<file path="config.mk">
export PLATFORM = sky130hd
export DESIGN_NAME = trail_writer
export DESIGN_NICKNAME = d
export VERILOG_FILES = /design/src/rtl/trail_writer.sv
export SDC_FILE = /design/constraint.sdc
export NUM_CORES = 1
export LEC_CHECK = 0
export CAP_MARGIN = 20
export CORE_UTILIZATION = 45
export DETAILED_ROUTE_END_ITERATION = 8
export PLACE_DENSITY = 0.7
export SLEW_MARGIN = 40
export SYNTH_ARGS = -nofsm -noshare
export SYNTH_HDL_FRONTEND = slang
export SYNTH_SLANG_ARGS = --single-unit
</file>
<file path="constraint.sdc">
create_clock -name Clk -period 5.7 [get_ports Clk]
set_input_delay 1.14 -clock Clk [delete_from_list [all_inputs] [get_ports Clk]]
set_output_delay 1.14 -clock Clk [all_outputs]
set_load 0.005 [all_outputs]
</file>
<file path="src/rtl/trail_writer.sv">
// trail_writer: frame-buffer write engine that clears the buffer and stamps both bikes' trail squares each frame.
// Optional border walls drawn during clear when TRAIL_BORDER_EN is defined.
module trail_writer #(
   parameter int         TRAIL_W    = 4,
   parameter logic [3:0] BG_COLOR   = 4'h8,
   parameter logic [3:0] BLUE_TRAIL = 4'h6,
   parameter logic [3:0] RED_TRAIL  = 4'h4,
   parameter logic [3:0] WALL_COLOR = 4'hE
) (
   input  logic        Clk,
   input  logic        Reset,
   input  logic        frame_clk,
   input  logic        clear_req,
   input  logic        paint_en,
   input  logic [9:0]  Blue_X_real,
   input  logic [9:0]  Blue_Y_real,
   input  logic [9:0]  Red_X_real,
   input  logic [9:0]  Red_Y_real,
   output logic        WE,
   output logic [18:0] write_address,
   output logic [15:0] Data_In,
   output logic        busy,
   output logic        done
);
   typedef enum logic [1:0] {IDLE, CLEAR, PAINT_B, PAINT_R} state_t;
   localparam int          HW    = TRAIL_W / 2;
   localparam logic [17:0] NW    = 18'(TRAIL_W * HW);
   localparam logic [17:0] WORDS = 18'd153600;

   state_t      state_q, state_d;
   logic [17:0] cnt_q, cnt_d;
   logic        pend_q, pend_d, boot_q, boot_d;
   logic [2:0]  sync_q, sync_d;
   logic [9:0]  bx_q, bx_d, by_q, by_d, rx_q, rx_d, ry_q, ry_d;
   logic        we_q, we_d, busy_q, busy_d, done_q, done_d;
   logic [18:0] addr_q, addr_d;
   logic [15:0] data_q, data_d;
   logic        edge_det, at_end, wall;
   logic [9:0]  px, py;
   logic [17:0] pi;
   logic [19:0] pw;
   logic [3:0]  clr_c;

   // {valid, address} of word i of a square whose top-left pixel is (x, y)
   function automatic logic [19:0] pix(input logic [9:0] x, input logic [9:0] y, input logic [17:0] i);
      logic [10:0] row;
      logic [9:0]  col;
      row = {1'b0, y} + 11'(i / 18'(HW));
      col = {1'b0, x[9:1]} + 10'(i % 18'(HW));
      return {row <= 11'd479 && col <= 10'd319, {8'd0, row} * 19'd320 + {9'd0, col}};
   endfunction

   assign edge_det = sync_q[1] & ~sync_q[2];
   assign at_end   = cnt_q == NW;
   // IDLE launches blue word 0 straight from the inputs; the last PAINT_B cycle launches red word 0
   assign px = (state_q == IDLE) ? Blue_X_real : (state_q == PAINT_B && !at_end) ? bx_q : rx_q;
   assign py = (state_q == IDLE) ? Blue_Y_real : (state_q == PAINT_B && !at_end) ? by_q : ry_q;
   assign pi = (state_q == IDLE || at_end) ? '0 : cnt_q;
   assign pw = pix(px, py, pi);

`ifdef TRAIL_BORDER_EN
   logic [8:0] col_q, col_d;
   assign wall = cnt_q < 18'd320 || cnt_q >= WORDS - 18'd320 || col_q == 9'd0 || col_q == 9'd319;
   always_comb col_d = (state_q == CLEAR && cnt_q != WORDS) ? ((col_q == 9'd319) ? 9'd0 : col_q + 9'd1) : 9'd0;
   always_ff @(posedge Clk or negedge Reset)
      if (!Reset) col_q <= '0;
      else col_q <= col_d;
`else
   assign wall = 1'b0;
`endif
   assign clr_c = wall ? WALL_COLOR : BG_COLOR;

   always_comb begin
      sync_d  = {sync_q[1:0], frame_clk};
      state_d = state_q;
      cnt_d   = cnt_q;
      pend_d  = pend_q;
      boot_d  = boot_q;
      bx_d    = bx_q;
      by_d    = by_q;
      rx_d    = rx_q;
      ry_d    = ry_q;
      we_d    = 1'b0;
      addr_d  = addr_q;
      data_d  = data_q;
      done_d  = 1'b0;
      case (state_q)
         IDLE: begin
            if (clear_req || pend_q || boot_q) begin
               state_d = CLEAR;
               cnt_d   = '0;
               pend_d  = 1'b0;
               boot_d  = 1'b0;
            end else if (edge_det && paint_en) begin
               bx_d           = Blue_X_real;
               by_d           = Blue_Y_real;
               rx_d           = Red_X_real;
               ry_d           = Red_Y_real;
               {we_d, addr_d} = pw;
               data_d         = {4'h0, BLUE_TRAIL, 4'h0, BLUE_TRAIL};
               cnt_d          = 18'd1;
               state_d        = PAINT_B;
            end
         end
         CLEAR: begin
            if (cnt_q == WORDS) begin
               state_d = IDLE;
               done_d  = 1'b1;
            end else begin
               we_d   = 1'b1;
               addr_d = {1'b0, cnt_q};
               data_d = {4'h0, clr_c, 4'h0, clr_c};
               cnt_d  = cnt_q + 18'd1;
            end
         end
         PAINT_B: begin
            pend_d         = pend_q | clear_req;
            {we_d, addr_d} = pw;
            data_d         = at_end ? {4'h0, RED_TRAIL, 4'h0, RED_TRAIL} : {4'h0, BLUE_TRAIL, 4'h0, BLUE_TRAIL};
            cnt_d          = at_end ? 18'd1 : cnt_q + 18'd1;
            state_d        = at_end ? PAINT_R : PAINT_B;
         end
         default: begin
            pend_d = pend_q | clear_req;
            if (!at_end) begin
               {we_d, addr_d} = pw;
               data_d         = {4'h0, RED_TRAIL, 4'h0, RED_TRAIL};
               cnt_d          = cnt_q + 18'd1;
            end else if (pend_d) begin
               state_d = CLEAR;
               cnt_d   = '0;
               pend_d  = 1'b0;
            end else begin
               state_d = IDLE;
               done_d  = 1'b1;
            end
         end
      endcase
      busy_d = state_d != IDLE;
   end

   always_ff @(posedge Clk or negedge Reset) begin
      if (!Reset) begin
         state_q <= IDLE;
         cnt_q   <= '0;
         pend_q  <= 1'b0;
         boot_q  <= 1'b1;
         sync_q  <= '0;
         bx_q    <= '0;
         by_q    <= '0;
         rx_q    <= '0;
         ry_q    <= '0;
         we_q    <= 1'b0;
         addr_q  <= '0;
         data_q  <= '0;
         busy_q  <= 1'b0;
         done_q  <= 1'b0;
      end else begin
         state_q <= state_d;
         cnt_q   <= cnt_d;
         pend_q  <= pend_d;
         boot_q  <= boot_d;
         sync_q  <= sync_d;
         bx_q    <= bx_d;
         by_q    <= by_d;
         rx_q    <= rx_d;
         ry_q    <= ry_d;
         we_q    <= we_d;
         addr_q  <= addr_d;
         data_q  <= data_d;
         busy_q  <= busy_d;
         done_q  <= done_d;
      end
   end

   assign WE            = we_q;
   assign write_address = addr_q;
   assign Data_In       = data_q;
   assign busy          = busy_q;
   assign done          = done_q;
endmodule
</file>
* Word-level counts from Yosys, hierarchy flattened
Cells that the tools add are included.
Storage, ports and cells: output and inout port bits 38, memories 0, input port bits 45, bits in latches 0, logic and storage cells 94, ROM bits 0, register bits after elaboration 103, memory bits (writable) 0
Cells by class: shift-type cells 0, bitwise logic cells 5, muxes and demuxes 42, order comparisons 2, divide/modulo/power cells 0, equal/unequal tests 11, reduce and logical (&&, ||, !) cells 15, add/sub/neg operators 4, multipliers 1
Operators by type and width (count):
- $mux W18 | 6
- $mux W19 | 4
- $mux W16 | 4
- $pmux W19 S3 | 1
- $pmux W18 S3 | 1
- $mux W10 | 5
- $pmux W16 S3 | 1
- $add A19 B10 Y19 | 1
- $add A18 B1 Y18 const B | 1
- $eq A18 B18 Y1 const B | 1
- $eq A18 B4 Y1 const B | 1
- $mul A11 B3 Y13 const B | 1
- $mux W12 | 1
- $add A10 B11 Y11 | 1
- $le A11 B9 Y1 const B | 1
- $mux W1 | 11
- $add A9 B1 Y10 | 1
- $le A10 B9 Y1 const B | 1
- $mux W2 | 4
- $pmux W1 S3 | 2
- $pmux W2 S3 | 1
- $reduce_and A3 Y1 | 2
- $ne A5 B1 Y1 const B | 1
- $ne A2 B1 Y1 const B | 2
- other kinds (17) | 25

* Longest topological paths before layout
Gate-level depths: netlist of the first run.
depth after elaboration 11, mapped depth 27

* Worst setup path after synthesis of the first run
Ideal clock, no wire load.
path type reg2reg, start point reg cnt_q[0], end point reg addr_q[18] (netlist: write_address[18]), data arrival time 5.700 ns, period minus slack after synthesis 5.783 ns, buffers on the path 1, path slack -0.083 ns, cell stages (with the launch flop) 27, required time 5.617 ns, cells stage by stage dfrtp_1 inv_1 ha_1 nor4b_4 and3_1 a21oi_2 and2_1 buf_1 mux2i_1 o21ai_0 ha_1 inv_1 fa_1 nor2b_1 o21a_1 nor2_1 xnor2_1 ha_1 fa_1 a21o_1 a211oi_1 o21bai_1 xor2_1 nand4_1 nor3b_1 xnor3_1 o21ai_0
On the way: word-level cells in the longest chain between the ends 11, elaborated cells between the ends (all ways) 21
RTL lines:
- start, declared | line 31 | logic [17:0] cnt_q, cnt_d;
- start signal, assigned | line 160 | cnt_q <= cnt_d;
- $eq A18 B4 Y1 | line 54 | assign at_end = cnt_q == NW;
- $logic_not A1 Y1
- $logic_and A1 B1 Y1 | line 56, 57
- $mux W10 (2 in a row) | line 57 | assign py = (state_q == IDLE) ? Blue_Y_real : (state_q == PAINT_B && !at_end) ? by_q : ry_q;
- $add A10 B11 Y11 | line 48 | row = {1'b0, y} + 11'(i / 18'(HW));
- $mul A11 B3 Y13 | line 50 | return {row <= 11'd479 && col <= 10'd319, {8'd0, row} * 19'd320 + {9'd0, col}};
- $add A19 B10 Y19 | line 50
- $mux W19 | line 94 | end else if (edge_det && paint_en) begin
- $mux W19 | line 89 | if (clear_req || pend_q || boot_q) begin
- $pmux W19 S3 | line 87 | case (state_q)
- end signal, assigned | line 169 | addr_q <= addr_d;
- end, declared | line 36 | logic [18:0] addr_q, addr_d;
Several ways; a longest one is shown, not always the timed one. The select of a mux whose other input is x is not followed. A chain may end at the register's enable or synchronous reset.

* Final worst setup path of the first run
start point reg cnt_q[0], end point reg addr_q[16] (netlist: write_address[16])
The elaborated chain is that of the path after synthesis.

==> results.cfg, run 1 <==
[yosys]
synth-xor-area-share_pct = 5.76
synthSimpleGateAreaFrac_pct = 17.5
ys_warn_count = 0
synth_ff_type = dfrtp_1
synth_area_mm2 = 0.00587
syn_area_per_cell_um2 = 9.36
yosys.area_share.adder_pct = 7.85
async_flop_share_pct = 100
ys_seq_elements = 88
synth_edf_count = 0
postSynthCellCount = 627
synth_compound_area_share_pct = 15.0
synth_mux_area_share_pct = 11.1
synth_top_family_by_area = simple AND/OR/NAND/NOR gates
ys_seq_area_share_pct = 37.6
ys_types = 66

[drt]
vias = 4969
drt-total-wl_um = 14300
avgRoutedWirePerCell_um = 15.8
drcViolationCount = 0
dr.pass1.iters = 4
drt_iter0_markers = 207
antenna_left = 0
via_per_inst = 5.50

[outcome]
outcome = completed

[sta]
drv_slew = 0
final_hold_viol_count = 0
final.setup_skew_ns = 0.00632
setup_viol = 0
timing_worst_slew_pin_value_ns = 0.713
finalHoldWorstSlack_ns = 0.352
slew_headroom_pct = 52.5
timing.final.crit_period_ns = 5.37
fin_crit_sh_pct = 94.3
max_freq_mhz = 186
fin_setup_tns_ns = 0

[worst_hold_path]
hp-start = sync_q[0]$_DFF_PN0_
min_to = sync_q[1]$_DFF_PN0_
hold_path_class = reg2reg
hold_depth = 0

[critical_path]
r2r_cells = 26
reg2reg_from = cnt_q[0]$_DFFE_PN0P_
worst-setup-path-type = reg2reg
worstPathMaxFanout = 7
crit_path_frequent_cell = ha_1
arrival_ns = 5.65
slowest_stage = dfrtp_1
cp.required_ns = 5.97
worstSetupStartpointType = flip-flop
worst_r2r_endpoint = write_address[16]$_DFFE_PN0P_
cpPeakStageDelay_ns = 0.39
reg2reg_setup_slack_ns = 0.33
end_kind = flip-flop

[power]
power.density_mw_per_mm2 = 178
intPower_mw = 1.05
seq_power_share_pct = 47.1
vdd_drop_max_v = 0.000152
static-leakage-power_nw = 3.33
p_comb_share_pct = 3.5
pwr-share-clk_pct = 49.4
switching_share_pct = 21.1
p_total_mw = 1.33
p_switching_mw = 0.280

[floorplan]
boundaryPins = 83
initial_core_util_pct = 46.3
rows = 41
die_y_um = 116
dieWidth_um = 116
dieArea_mm2 = 0.0135
core-area_mm2 = 0.0127

[grt]
grt_pass1_wl_um = 23900
grt_usage_pct = 23.2
antenna_found_initial = 0
overflow = 0
grt_max_degree = 89
grt_pass1_vias = 5022

[cts]
numCtsBuffers = 9
clk_pin_slew_worst_paths_ns = 0.07
cts-htree-levels = 3
cts_hold_buf = 0
clockBufferDepth = 2
cts_tree = done
clock_latency_ns = 0.35
root_buffer = clkbuf_16
cts_sinks = 88

[layout]
nets = 807
drive_above_1_share_pct = 19.9
nFillCells = 1102
area_delta_synth_final_pct = 27.0
regArea_mm2 = 0.00220
final_util_pct = 58.8
finish.instance_area_mm2 = 0.00745
multi_input_area_mm2 = 0.00352
diodes = 0

[placement]
dpl_cell_area_mm2 = 0.00699
portBuffers = 70
place.gp.congestion = 0.844
hpwlAfterDp_um = 10800

[job]
cap_violations = 0
-- power groups by stage --
stage               clock network [mW]  logic, mW  registers (mW)
floorplan                            0    0.00781           0.638
global placement                     0     0.0463           0.637
detailed placement                   0     0.0475           0.638
CTS                              0.672     0.0476           0.626
global route                     0.692     0.0520           0.625
finish                           0.656     0.0469           0.626
-- Yosys cell counts, types with 6 or more instances --
cell       n  area share (%)
dfrtp_1   87              37
xnor2_1   21             3.1
o21ai_1   17             1.5
nor2_1    42             2.7
inv_1     17             1.1
and3_1    21             2.2
o31ai_1    6            0.77
and2_1     9            0.96
nor3_1    14             1.2
mux2i_1   20             3.4
mux2_2    38             7.3
o21ai_0   50             4.3
buf_4     13             1.7
clkbuf_1  18             1.2
nand3_1   12             1.0
ha_1      32             6.8
nor2b_1    8            0.85
a22oi_1    8             1.0
a31oi_1    9            0.96
xor2_1    15             2.2
nand2_1   65             4.2
a21oi_1   27             2.3
-- stage by stage --
stage | instances | setup slack (ns)
finish | 904 | 0.328
global route | 904 | -0.00895
CTS | 901 | 0.00983
detailed placement | 885 | -0.0879
global placement | 884 | 0.0652
floorplan | 636 | 0.161
-- worst max-delay path: cells and delay by family (launching register included) --
| kind | cells | cell delay [ns] |
|---|---|---|
| fa+ha+maj | 3 | 0.73 |
| buf+inv | 5 | 0.63 |
| xor+xnor | 4 | 0.71 |
| compound gates | 8 | 1.69 |
| mux | 2 | 0.25 |
| flops | 1 | 0.39 |
| simple gates | 4 | 0.86 |
-- metal layers --
metal | up-vias | wire length (um) | GRT usage, %
met3 | 26 | 657 | 3.79
met4 | 0 | 367 | 10.9
met1 | 2401 | 6160 | 28.1
met2 | 124 | 7120 | 40.2
met5 | - | 0 | 0
li1 | 2418 | - | -
-- cells in the final DEF (no fill, tap or decap), types with 12 or more instances in the layout --
master,n
mux2_2,38
ha_1,29
buf_4,50
xnor2_1,19
inv_1,16
nand2_1,65
o21ai_1,20
mux2i_1,20
and3_1,19
clkdlybuf4s50_1,69
xor2_1,13
dfrtp_1,87
o21ai_0,46
a21oi_1,25
nor3_1,14
nand3_1,12
nor2_1,40
-- layout make-up --
cell class	instances	share of cell area, %
repair buffers	122	15.0
inverters	18	0.907
multi-input cells	488	47.2
flip-flops and latches	88	29.6
clock buffers	10	3.21
well taps	172	2.89
clock inverters	6	1.21
-- flip-flops by register name (all words and copies together) (netlist names) --
| signal | cells |
|---|---|
| sync_q | 3 |
| bx_q | 9 |
| rx_q | 9 |
| by_q | 10 |
| Data_In | 3 |
| state_q | 2 |
| boot_q | 1 |
| busy | 1 |
| write_address | 19 |
| pend_q | 1 |
| ry_q | 10 |
| cnt_q | 18 |
| WE | 1 |
| done | 1 |
-- logic make-up (layout without fill, tap and decap cells) --
logic type | count (synthesis) | in the layout
AOI/OAI and AO/OA | 148 | 148
buffers and inverters | 60 | 156
xor gates and xnor gates | 37 | 37
adders and majority gates | 35 | 35
other | 1 | 10
muxes | 59 | 59
and+or+nand+nor | 199 | 199
DFF | 88 | 88
-- worst max path at each step --
| stage | startpoint | endpoint | slack (ns) | cells past startpoint |
|---|---|---|---|---|
| 3_3_place_gp | cnt_q[0]$_DFFE_PN0P_ | write_address[18]$_DFFE_PN0P_ | 0.07 | 24 |
| 3_5_place_dp | Blue_X_real[2] | write_address[18]$_DFFE_PN0P_ | -0.09 | 18 |
| 5_1_grt | cnt_q[0]$_DFFE_PN0P_ | write_address[16]$_DFFE_PN0P_ | -0.009 | 23 |
| 6_report | cnt_q[0]$_DFFE_PN0P_ | write_address[16]$_DFFE_PN0P_ | 0.33 | 26 |
| 4_1_cts | cnt_q[0]$_DFFE_PN0P_ | write_address[18]$_DFFE_PN0P_ | 0.01 | 25 |
| 2_1_floorplan | cnt_q[0]$_DFFE_PN0P_ | write_address[18]$_DFFE_PN0P_ | 0.16 | 26 |
-- timing repair --
item                       CTS  global route
gates resized for setup      4            22
buffers inserted             0             3
pin swaps                    3            18
setup endpoints to repair    1             6
(Power assumes the default switching activity.)
==> run 2, diff against run 1 <==
--- a/config.mk
+++ b/config.mk
@@ -7,6 +7,7 @@
 export LEC_CHECK = 0
 export CAP_MARGIN = 20
 export CORE_UTILIZATION = 45
+export CTS_CLUSTER_SIZE = 8
 export DETAILED_ROUTE_END_ITERATION = 8
 export PLACE_DENSITY = 0.7
 export SLEW_MARGIN = 40
==> constraint.sdc (replaced) <==
create_clock -name Clk -period 4.45 [get_ports Clk]
set_input_delay 0.89 -clock Clk [delete_from_list [all_inputs] [get_ports Clk]]
set_output_delay 0.89 -clock Clk [all_outputs]
set_load 0.005 [all_outputs]
==> results.cfg, run 2 (same netlist as run 1, synthesis figures left out) <==
[outcome]
outcome = complete, but fails checks
violations = negative setup slack

[critical_path]
worstPathMaxFanout = 5
reg2reg_from = cnt_q[0]$_DFFE_PN0P_
cp.required_ns = 4.68
cpPeakStageDelay_ns = 0.39
worst-setup-path-type = reg2reg
worstSetupStartpointType = flip-flop
critPathLaunch = cnt_q[0]$_DFFE_PN0P_
reg2reg_setup_slack_ns = -0.61
slowest_stage = dfrtp_1
end_kind = flip-flop
arrival_ns = 5.29

[drt]
antenna_left = 0
drcViolationCount = 0
vias = 5264
via_per_inst = 5.40
drt_iter0_markers = 248
dr.pass1.iters = 5
drt-total-wl_um = 15800
avgRoutedWirePerCell_um = 16.2

[sta]
drv_slew = 0
timing.final.crit_period_ns = 5.06
setup_viol = 11
fin_crit_sh_pct = 114
slew_headroom_pct = 55.1
fin_setup_tns_ns = -3.53
setup_slack_ns = -0.613
final_hold_viol_count = 0
timing_worst_slew_pin_value_ns = 0.673
rsz0062_at_grt = true
final.setup_skew_ns = 0.00880
max_freq_mhz = 198
finalHoldWorstSlack_ns = 0.347

[layout]
drive_above_1_share_pct = 32.4
nets = 878
largest_reg_flops = 19
regArea_mm2 = 0.00220
area_delta_synth_final_pct = 40.0
final_common_cell = buf_4
multi_input_area_mm2 = 0.00378
mostFrequentLayoutCells = buf_4 (116), dfrtp_1 (87), clkdlybuf4s50_1 (69), nand2_1 (62), mux2_2 (38)
diodes = 0
nFillCells = 999

[cts]
cts_sinks = 88
clock_latency_ns = 0.36
clk_pin_slew_worst_paths_ns = 0.06
cts-htree-levels = 3
numCtsBuffers = 9
root_buffer = clkbuf_16
cts_tree = done
clockBufferDepth = 2

[grt]
overflow = 0
grt_pass1_wl_um = 25400
grt_usage_pct = 24.7
grt_pass1_vias = 5262
antenna_found_initial = 0
grt_max_degree = 72

[placement]
dp_slack_ns = -0.720
hpwlAfterDp_um = 11400
portBuffers = 70
place.gp.congestion = 0.822

[power]
p_total_mw = 1.65
vdd_drop_max_v = 0.000223
static-leakage-power_nw = 3.77
power.density_mw_per_mm2 = 200

[floorplan]
rows = 41
die_y_um = 116
dieArea_mm2 = 0.0135
boundaryPins = 83
initial_core_util_pct = 46.3
core-area_mm2 = 0.0127
dieWidth_um = 116

[worst_hold_path]
hold_path_class = reg2reg
hp-start = sync_q[0]$_DFF_PN0_

[job]
cap_violations = 0
==> run 2: cell count changes in the layout (fill, tap and decap cells not counted), sizes merged <==
cell    delta
and2       +1
clkinv     +1
clkbuf     -1
bufinv     -1
buf       +71
==> run 2: report_power, final <==
group,internal [mW],switching [mW]
combinational,0.0339,0.0264
clock,0.453,0.332
sequential,0.801,0.000381
total,1.29,0.359
==> run 2: cell type report <==
type | count | share of cell area, %
Inverter | 18 | 0.822
Sequential cell | 88 | 26.8
Timing Repair Buffer | 192 | 20.0
Multi-Input combinational cell | 489 | 46.0
Clock buffer | 10 | 2.91
Tap cell | 172 | 2.62
Clock inverter | 6 | 0.822
==> run 2: what timing repair did <==
| action | CTS | global route |
|---|---|---|
| setup buffers | 12 | 3 |
| hold buffers | 0 | 0 |
| resized for setup | 38 | 36 |
| cloned | 1 | 0 |
| endpoints found under the setup margin | 11 | 13 |
| pin swaps | 31 | 26 |
==> run 2: metal layers <==
metal	vias to the layer above	part of all wire [%]	track usage (%)
li1	2567	-	-
met1	2524	42	30.4
met2	136	50	42.0
met3	37	5.1	5.86
met4	0	3.2	9.74
met5	-	0	0
==> run 2: worst max-delay path: cells and delay by family (launching register included) <==
kind / cells / cell delay, ns
XOR/XNOR: 3 / 0.52
multiplexers: 2 / 0.25
buffers and inverters: 3 / 0.32
adder cells (fa/ha/maj): 5 / 1.40
flip-flops: 1 / 0.39
AND/OR/NAND/NOR: 6 / 1.07
AO/OA/AOI/OAI: 7 / 1.00
==> run 2: path summary, 6_finish.rpt <==
kind | to | cells after the start
max in group asynchronous | boot_q$_DFFE_PN1P_ | 2
max reg2reg | write_address[16]$_DFFE_PN0P_ | 26
min | sync_q[1]$_DFF_PN0_ | 0
max | write_address[16]$_DFFE_PN0P_ | 26
min reg2reg | sync_q[1]$_DFF_PN0_ | 0
min in group asynchronous | state_q[1]$_DFF_PN0_ | 1
==> run 2: metrics by stage <==
step | util (%) | std cells | instance area (um^2)
after floorplan | - | 636 | 6000
after global placement | 59.2 | 945 | 7500
after detailed placement | 59.2 | 945 | 7500
after CTS | 63.4 | 973 | 8040
after global routing | 64.8 | 975 | 8220
final | 64.8 | 975 | 8220
==> patch (flow settings as in run 2) <==
Set the parameter `BG_COLOR` to 4'h7 (it was 4'h8).
--- a/src/rtl/trail_writer.sv
+++ b/src/rtl/trail_writer.sv
@@ -2,7 +2,7 @@
 // Optional border walls drawn during clear when TRAIL_BORDER_EN is defined.
 module trail_writer #(
    parameter int         TRAIL_W    = 4,
-   parameter logic [3:0] BG_COLOR   = 4'h8,
+   parameter logic [3:0] BG_COLOR   = 4'h7,
    parameter logic [3:0] BLUE_TRAIL = 4'h6,
    parameter logic [3:0] RED_TRAIL  = 4'h4,
    parameter logic [3:0] WALL_COLOR = 4'hE
Function: changed (a bounded check fails within 4 cycles, from zero or initial values and one cycle with Reset low).
==> patch against run 2 <==
- the run still ends with negative setup slack left
- sequential cell count unchanged
- final area rose by 3.8%
- critical path depth is 1 lower
- synthesized cell count shrank 1.8%
- non-clock buffer count grew 34
- via count rose by 5.4%
- die area about the same
- worst hold slack better by 0.0088 ns
- clock skew increased by 0.0027 ns
- final cell count up 2.1%
- area after synthesis is essentially flat
- wire length increased by 9.7%
- setup slack worse by 0.21 ns
- largest cell class unchanged
Power is left out: it rests on default switching activity, and per cell area and clock period it moved more than threefold.
==> patch: results (changes against run 2) <==
* Layout cell share with drive strength beyond 1 at 0.362 (was 0.324)
* Library cell contributing the largest single delay on the critical path: sky130_fd_sc_hd__a2111o_1 (was sky130_fd_sc_hd__dfrtp_1)
* Status: finished with violations (unchanged)
* Violated checks: negative setup slack (unchanged)
* Least setup slack across all paths after layout at -0.821 ns (was -0.613 ns)
* Post-DR wirelength/cell at 17.4 µm (was 16.2 µm)
* Net count of the finished layout at 900 (was 878)
* DP Wirelength at 12500 µm (was 11400 µm)
* Placer's final routability congestion estimate at 0.888 (was 0.822)
* Drt initial violations at 319 (was 248)
* Total routing resource utilization after global routing at 0.270 (was 0.247)
* Fill cells at 979 (was 999)
* Multi-Input Combinational at 475 (was 489)
* Fraction of the core area covered by cells at the end of the flow at 0.673 (was 0.648)
* Most area-consuming cells after synthesis: sky130_fd_sc_hd__dfrtp_1, sky130_fd_sc_hd__mux2_2, sky130_fd_sc_hd__ha_1, sky130_fd_sc_hd__xnor2_1, sky130_fd_sc_hd__o21ai_0 (was sky130_fd_sc_hd__dfrtp_1, sky130_fd_sc_hd__mux2_2, sky130_fd_sc_hd__ha_1, sky130_fd_sc_hd__o21ai_0, sky130_fd_sc_hd__nand2_1)
* Total cell area at the placement stage at 0.00764 mm² (was 0.00750 mm²)
* Wire length of the first global-routing pass at 27500 µm (was 25400 µm)
* Number of buffers outside the clock class in the layout at 226 (was 192)
* Pre-CTS setup slack at -0.783 ns (was -0.720 ns)
* Adder and majority gate portion of the synthesized area at 0.0828 (was 0.0785)
* DR pass1 iterations at 4 (was 5)
* Final setup violation count at 10 (was 11)
* Worst Clk Skew at 0.0115 ns (was 0.00880 ns)
* Ranking of synthesized cells by instance count: sky130_fd_sc_hd__dfrtp_1, sky130_fd_sc_hd__nand2_1, sky130_fd_sc_hd__mux2_2 (was sky130_fd_sc_hd__dfrtp_1, sky130_fd_sc_hd__nand2_1, sky130_fd_sc_hd__o21ai_0)
* Total wire length after detailed routing at 17300 µm (was 15800 µm)
* Parity-gate share of the synthesized area counting xor and xnor cells at 0.0681 (was 0.0576)
patch: changes by cell type in the layout (fill, tap and decap cells not counted), sizes merged, moves of 12 or more:
cell   delta
buf      +34
nand2    -18
o21ai    -20
o22ai    +21
mux2i    -12
patch: final timing paths:
kind                                endpoint  startpoint
min                                sync_q[1]   sync_q[0]
min in group asynchronous            ry_q[6]       Reset
max in group asynchronous             boot_q       Reset
min reg2reg                        sync_q[1]   sync_q[0]
max reg2reg                write_address[18]   cnt_q[10]
max                        write_address[18]   cnt_q[10]
patch: routing by layer:
metal  global-route usage  share of wire  vias to the layer above
met3               0.0467          0.035                       54
met1                0.327           0.43                     2677
met4                0.143          0.041                        0
met5                    0              0                        -
li1                     -              -                     2638
met2                0.461           0.50                      177
patch: cells by family (layout without fill, tap and decap cells):
kind of cell,after synthesis,after routing
XOR/XNOR,44,44
multiplexers,46,46
AND/OR/NAND/NOR,176,176
other,1,10
buffers and inverters,62,260
adder cells (fa/ha/maj),37,37
flip-flops,88,88
AO/OA/AOI/OAI,162,162
